==> config.mk <==
export PLATFORM = sky130hd
export DESIGN_NAME = memory_stage
export DESIGN_NICKNAME = d
export VERILOG_FILES = /design/src/rtl/memory_stage.sv
export SDC_FILE = /design/constraint.sdc
export NUM_CORES = 1
export LEC_CHECK = 0
export CAP_MARGIN = 20
export CORE_UTILIZATION = 35
export DETAILED_ROUTE_END_ITERATION = 16
export GPL_ROUTABILITY_DRIVEN = 0
export PLACE_DENSITY_LB_ADDON = 0.08
export SLEW_MARGIN = 20
export SYNTH_ARGS = -nofsm -noshare
export SYNTH_HDL_FRONTEND = slang
export SYNTH_SLANG_ARGS = --single-unit
==> constraint.sdc <==
create_clock -name clk -period 3 [get_ports clk]
set_input_delay 0.45 -clock clk [delete_from_list [all_inputs] [get_ports clk]]
set_output_delay 0.45 -clock clk [all_outputs]
set_load 0.05 [all_outputs]
==> src/rtl/memory_stage.sv <==
// memory_stage: M pipeline stage between execute and writeback.
// Waits for data-SRAM loads, aligns/extends data, drops stale responses.
//
// Ports:
//   clk, rstn           clock, synchronous active-low reset
//   ex_en               exception/ertn flush; kills M contents
//   EM_*                execute payload and EM_valid; M_allowin back
//   data_sram_*         load response strobe and data
//   W_allowin, MW_*     writeback handshake and payload
//   M_fwd_*, M_load_pending  forwarding/stall bus to decode
module memory_stage #(
  parameter int CANCEL_W = 2
) (
  input  logic        clk,
  input  logic        rstn,
  input  logic        ex_en,
  input  logic        EM_valid,
  output logic        M_allowin,
  input  logic [31:0] EM_pc,
  input  logic [31:0] EM_alu_result,
  input  logic        EM_gr_we,
  input  logic [4:0]  EM_dest,
  input  logic        EM_is_load,
  input  logic [2:0]  EM_mem_op,
  input  logic        EM_req_sent,
  input  logic        EM_ex,
  input  logic        data_sram_data_ok,
  input  logic [31:0] data_sram_rdata,
  input  logic        W_allowin,
  output logic        MW_valid,
  output logic [31:0] MW_pc,
  output logic [31:0] MW_final_result,
  output logic        MW_gr_we,
  output logic [4:0]  MW_dest,
  output logic        MW_ex,
  output logic        M_fwd_we,
  output logic [4:0]  M_fwd_dest,
  output logic [31:0] M_fwd_data,
  output logic        M_load_pending
);

  typedef struct packed {
    logic [31:0] pc;
    logic [31:0] alu;
    logic        gr_we;
    logic [4:0]  dest;
    logic        is_load;
    logic [2:0]  mem_op;
    logic        req_sent;
    logic        ex;
  } em_t;

  localparam int SW = CANCEL_W + 2;
  localparam logic [CANCEL_W-1:0] CNT_MAX = '1;

  em_t                 m_q;
  logic                m_valid;
  logic                buf_valid;
  logic [31:0]         buf_data;
  logic [CANCEL_W-1:0] cancel_cnt;

  logic                wait_resp;
  logic                cnt_zero;
  logic                data_ok_eff;
  logic                ready_go;
  logic                leave;
  logic                capture;
  logic [31:0]         raw;
  logic [1:0]          addr;
  logic [7:0]          byte_v;
  logic [15:0]         half_v;
  logic [31:0]         aligned;
  logic [31:0]         final_result;
  logic [SW-1:0]       cnt_sum;
  logic [CANCEL_W-1:0] cnt_next;

  assign wait_resp   = m_valid & m_q.req_sent & ~m_q.ex;
  assign cnt_zero    = (cancel_cnt == '0);
  assign data_ok_eff = data_sram_data_ok & cnt_zero;
  assign ready_go    = ~wait_resp | data_ok_eff | buf_valid;
  assign M_allowin   = ~m_valid | (ready_go & W_allowin);
  assign MW_valid    = m_valid & ready_go;
  assign leave       = MW_valid & W_allowin;
  // Only buffer when writeback stalls; never overwrite a held response.
  assign capture     = wait_resp & data_ok_eff
                     & ~W_allowin & ~buf_valid;

  assign raw    = buf_valid ? buf_data : data_sram_rdata;
  assign addr   = m_q.alu[1:0];
  assign byte_v = raw[{addr, 3'b000} +: 8];
  assign half_v = addr[1] ? raw[31:16] : raw[15:0];

  always_comb begin
    aligned = raw;
    unique case (1'b1)
      (m_q.mem_op == 3'b000): aligned = {{24{byte_v[7]}}, byte_v};
      (m_q.mem_op == 3'b001): aligned = {{16{half_v[15]}}, half_v};
      (m_q.mem_op == 3'b100): aligned = {24'd0, byte_v};
      (m_q.mem_op == 3'b101): aligned = {16'd0, half_v};
      default:                aligned = raw;
    endcase
  end

  assign final_result = (m_q.is_load & ~m_q.ex) ? aligned : m_q.alu;

  // Stale strobes drain the counter; a flush adds the killed waiter
  // and any request execute issued in the same cycle.
  always_comb begin
    cnt_sum = SW'(cancel_cnt);
    if (data_sram_data_ok & ~cnt_zero)
      cnt_sum = cnt_sum - SW'(1);
    if (ex_en) begin
      if (wait_resp & ~data_ok_eff & ~buf_valid)
        cnt_sum = cnt_sum + SW'(1);
      if (EM_valid & EM_req_sent)
        cnt_sum = cnt_sum + SW'(1);
    end
    cnt_next = (cnt_sum > SW'(CNT_MAX)) ? CNT_MAX
                                        : cnt_sum[CANCEL_W-1:0];
  end

  always_ff @(posedge clk) begin
    if (!rstn) begin
      m_valid    <= 1'b0;
      m_q        <= '0;
      buf_valid  <= 1'b0;
      buf_data   <= '0;
      cancel_cnt <= '0;
    end else begin
      cancel_cnt <= cnt_next;
      if (ex_en) begin
        m_valid   <= 1'b0;
        buf_valid <= 1'b0;
      end else begin
        if (M_allowin)
          m_valid <= EM_valid;
        if (leave) begin
          buf_valid <= 1'b0;
        end else if (capture) begin
          buf_valid <= 1'b1;
          buf_data  <= data_sram_rdata;
        end
        if (M_allowin & EM_valid)
          m_q <= '{pc:       EM_pc,
                   alu:      EM_alu_result,
                   gr_we:    EM_gr_we,
                   dest:     EM_dest,
                   is_load:  EM_is_load,
                   mem_op:   EM_mem_op,
                   req_sent: EM_req_sent,
                   ex:       EM_ex};
      end
    end
  end

  assign MW_pc           = m_q.pc;
  assign MW_final_result = final_result;
  assign MW_gr_we        = m_q.gr_we & ~m_q.ex;
  assign MW_dest         = m_q.dest;
  assign MW_ex           = m_q.ex;

  assign M_fwd_we       = m_valid & m_q.gr_we & ~m_q.ex;
  assign M_fwd_dest     = m_q.dest;
  assign M_fwd_data     = final_result;
  assign M_load_pending = m_valid & m_q.is_load & ~m_q.ex & ~ready_go;

endmodule
* Word level (Yosys, flattened, before mapping) *
Index checks and enable logic that the tools add are counted.
W data, S select, Z words.

word-level totals
  logic and storage cells = 71
  bits in registers = 112
  bits of input ports = 114
  output and inout bits = 112

cells by class
  magnitude comparators = 1
  add/sub/neg operators = 3
  bitwise operators = 35
  mux-type cells = 10
  equal/unequal tests = 3
  reductions and logical operators = 6
  shifts and indexed selects = 1

operators by type and width
  kind                   count
  $pmux W32 S4           1
  $mux W32               2
  $shiftx A32 B6 Y8      1
  $and A1 B1 Y1          21
  $mux W4                5
  $mux W16               1
  $not A1 Y1             11
  $add A4 B1 Y4 const B  2
  $eq A3 B3 Y1 const B   2
  $gt A4 B2 Y1 const B   1
  $eq A3 B1 Y1 const B   1
  $logic_not A3 Y1       1
  $or A1 B1 Y1           3
  $reduce_and A3 Y1      1
  $reduce_or A3 Y1       1
  $sub A2 B1 Y3 const B  1
  $logic_not A2 Y1       1
  $mux W2                1
  $reduce_and A2 Y1      1
  $reduce_or A2 Y1       1

* Longest topological paths before layout *
  depth in word-level cells = 12
  depth in mapped cells = 12
  depth with buffers taken out = 12

* Worst setup path before layout *
No wires, ideal clock.

  path kind = register to output
  from = register m_q (netlist bit MW_ex)
  to = output M_fwd_data[14]
  path buffers = 3
  stages on the path, launching flop included = 8
  arrival = 2793 ps
  required time = 2550 ps
  slack = -243 ps
  path through = dfxtp_1 nor2b_1 clkbuf_1 nand2_1 clkbuf_1 o22ai_1 a21oi_1 buf_4

on the way
  longest elaborated chain between the ends = 3

RTL lines
  what                    RTL line  text
  from (decl)             56        em_t m_q;
  from (signal assigned)  144       m_q <= '{pc: EM_pc,
  $not A1 Y1              104       assign final_result = (m_q.is_load & ~m_q.ex) ? aligned : m_q.alu;
  $and A1 B1 Y1           104
  $mux W32                104
  to (decl)               38        output logic [31:0] M_fwd_data,

Every way passes these cells.

* Worst setup path in the final report *
  from = input data_sram_rdata[15]
  to = output MW_final_result[9]

on the way
  longest elaborated chain between the ends = 4

RTL lines
  what               RTL line  text
  from (decl)        28        input logic [31:0] data_sram_rdata,
  $mux W32           88        assign raw = buf_valid ? buf_data : data_sram_rdata;
  $shiftx A32 B6 Y8  90        assign byte_v = raw[{addr, 3'b000} +: 8];
  $pmux W32 S4       95        unique case (1'b1)
  $mux W32           104
  to (decl)          32        output logic [31:0] MW_final_result,

Every way passes these cells.

==> flow_summary_export.csv <==
group,metric,value,unit
global_routing,grt_use_total,21.3,%
worst_setup_path,cp_data_arrival_time,2.41,ns
die,die_w,136,um
yosys,ys_seq_elements,112,
sta,layout_setup_ws,0.143,ns
power,irDropWorstVdd,245,uV
hold_path,hp-start,"MW_pc[22]$_SDFFE_PN0P_",
yosys,yosys.area.top_type,"dfxtp_1",
yosys,syn_inst,737,
yosys,synth_edf_count,0,
die,die_area,0.0186,mm^2
die,coreArea,0.0175,mm^2
yosys,async_reset_ff_share,0,%
worst_setup_path,crit_path_start_kind,"input port",
clock_tree,htree_levels,3,
clock_tree,clkLatencyLatePin,0.35,ns
sta,relSlewSlack,46.7,%
power,power_leakage,3.28,nW
worst_setup_path,rr_endpoint,"cancel_cnt[1]$_SDFF_PN0_",
routing,drtAntennaViolNets,0,
power,p_comb_share,31.9,%
hold_path,hold_path_class,"reg2reg",
routing,post_drt_wl_per_cell,18.1,um
power,seq_power_share,38.4,%
global_routing,grt_pass1_vias,5404,
global_routing,grt.overflow.total,0,
finish,fillCellCount,1621,
hold_path,holdPathEnd,"MW_pc[22]$_SDFFE_PN0P_",
finish,area_delta_synth_final,43.3,%
routing,drc,0,
clock_tree,cts-buffers-inserted,9,
global_routing,grt_max_degree,60,
worst_setup_path,r2r_start,"cancel_cnt[0]$_SDFF_PN0_",
routing,via_per_inst,5.05,
yosys,synth_nets,854,
worst_setup_path,path_class,"in2out",
place,io_buffers,225,
power,power.density,454,mW/mm^2
finish,layout-drive-gt1-share,18.0,%
power,switching_share,31.4,%
yosys,ys.flop_type,"dfxtp_1",
hold_path,min_path_cells,2,
sta,finalHoldViolCount,0,
clock_tree,cts.clk_slew.worst_paths,0.07,ns
sta,clock_skew,0.00727,ns
worst_setup_path,crit_path_max_fanout,8,
clock_tree,cts_root_buf,"clkbuf_16",
sta,worst_pin_slew,0.799,ns
sta,fmax,0.350,GHz
flow_run,drv_cap,0,
worst_setup_path,ff2ff_path_depth,11,
finish,num-nets-final,984,
global_routing,antenna_found_initial,0,
yosys,synth_top_area_share,35.5,%
die,die_h,136,um
clock_tree,clock-sinks,112,
worst_setup_path,crit_path_end_kind,"output port",
power,internal-power,2.82,mW
die,ios,226,
yosys,ys_seq_area_share,35.5,%
global_routing,grt_first_pass_wirelength,29.7,mm
sta,fin_crit,2.86,ns
clock_tree,tritoncts,"built",
outcome,status,"complete, no violations",
power,power,4.11,mW
routing,drt_iter0_markers,273,
die,initial_core_util,36.2,%
routing,vias,5536,
yosys,synth_most_common_cell,"nand2_1",
power,p_sw,1.29,mW
yosys,synth_area_leaders,"dfxtp_1 (35%), nand2_1 (14%), buf_4 (9.4%), a21boi_0 (6.5%), a21boi_1 (6.3%)",
place,hpwl,14.7,mm
sta,fin_crit_sh,95.2,%
sta,rsz0062_at_grt,"false",
worst_setup_path,reg2reg_setup_slack,0.47,ns
power,power.clock.fraction,29.7,%
sta,slew_violations,0,
clock_tree,cts_hold_buf,0,
place,pre_cts_slack,-0.164,ns
worst_setup_path,crit_required,2.55,ns
routing,dr.pass1.iters,4,
yosys,synth_area_per_cell,8.58,um^2
sta,finalSetupViolations,0,
routing,drt-total-wl,19.9,mm
yosys,ys_types,44,
yosys,ys_warn_count,0,
yosys,synth_area,0.00632,mm^2
die,num_rows,48,
clock_tree,clock_path_buffers,2,
yosys,netlist_top_cells_count,"nand2_1 (240), dfxtp_1 (112), buf_4 (79)",
[kinds of logic (layout without fill, tap and decap cells)]
logic type	after synthesis	after routing	share of synthesized area [%]
flip-flops	112	112	35.5
AND/OR/NAND/NOR	268	268	17.7
XOR/XNOR	3	3	0.416
buffers and inverters	132	265	13.1
AO/OA/AOI/OAI	159	159	19.1
adder cells (fa/ha/maj)	3	3	0.594
other	0	2	0
multiplexers	60	60	13.6
[through the flow]
stage | cells | TNS, ns | hold slack, ns | util (%) | instance area, um^2
floorplan | 737 | -1.51 | 0.435 | - | 6330
global placement | 1078 | -3.10 | 0.441 | 49.6 | 8670
detailed placement | 1078 | -4.95 | 0.445 | 49.6 | 8670
CTS | 1093 | 0 | 0.454 | 51.5 | 8990
global route | 1095 | 0 | 0.474 | 51.8 | 9060
finish | 1097 | 0 | 0.452 | 51.8 | 9060
[per-layer routing]
layer	up-vias	global-route usage (%)	wire, um
met2	138	35.7	10000
met1	2686	27.1	8510
met3	13	4.14	1060
met5	-	0	0
met4	0	7.28	264
li1	2699	-	-
[power by group through the flow]
stage                     clock network, mW  registers (mW)  logic [mW]
after floorplan                           0            1.61       0.802
after detailed placement                  0            1.62        1.31
final                                  1.22            1.58        1.31
after global placement                    0            1.61        1.29
after global routing                   1.32            1.59        1.38
after CTS                              1.26            1.58        1.31
[registers in the layout, summed over array words and instances, names as in the netlist]
register,count
buf_valid,1
m_valid,1
MW_dest,5
MW_pc,32
addr,2
buf_data,32
cancel_cnt,2
m_q,36
MW_ex,1
[placed cells by master, fill, tap and decap left out, drive strengths merged, types with 3 or more instances in the layout]
cell type,count
nand2b,6
a21oi,9
buf,89
nor4,3
mux4,16
nand3,3
ha,3
o21ai,3
mux2i,19
nor2,4
clkbuf,12
clkdlybuf4s50,157
a221o,16
a21boi,108
nor2b,3
mux2,25
dfxtp,112
o22ai,8
and2,3
inv,4
o221ai,8
nand2,240
[worst max-delay path: stages]
cell	delay, ns
clkdlybuf4s50_1	0.46
mux4_2	0.51
buf_4	0.17
mux2i_1	0.14
nor4_1	0.07
nor2_2	0.17
buf_12	0.15
a21oi_1	0.08
buf_4	0.20
[what timing repair did]
action                     in CTS  in global routing
setup endpoints to repair      36                 28
cloned                          0                  1
setup buffers                   1                  1
pin swaps                       2                  1
gates resized for setup         1                  4
[worst max path at each step]
stage / start / endpoint / slack [ns]
global route: addr[1]$_SDFFE_PN0P_ / MW_final_result[5] / 0.001
finish: data_sram_rdata[15] / MW_final_result[9] / 0.14
global placement: data_sram_rdata[7] / M_fwd_data[28] / -0.10
floorplan: MW_ex$_SDFFE_PN0P_ / M_fwd_data[10] / -0.13
detailed placement: data_sram_rdata[7] / MW_final_result[28] / -0.16
CTS: buf_valid$_SDFFE_PP0P_ / M_fwd_data[0] / 0.0007
[area by class of cell]
class                           count  area, um^2  share of cell area [%]
Timing Repair Buffer              247        2920                    32.2
Clock inverter                      3        42.5                   0.469
Antenna cell                        2        5.00                  0.0552
Sequential cell                   112        2250                    24.8
Multi-Input combinational cell    493        3300                    36.4
Inverter                            4        15.0                   0.166
Clock buffer                       11         253                    2.79
Tap cell                          225         282                    3.11
Power figures use the tool's default switching activity.
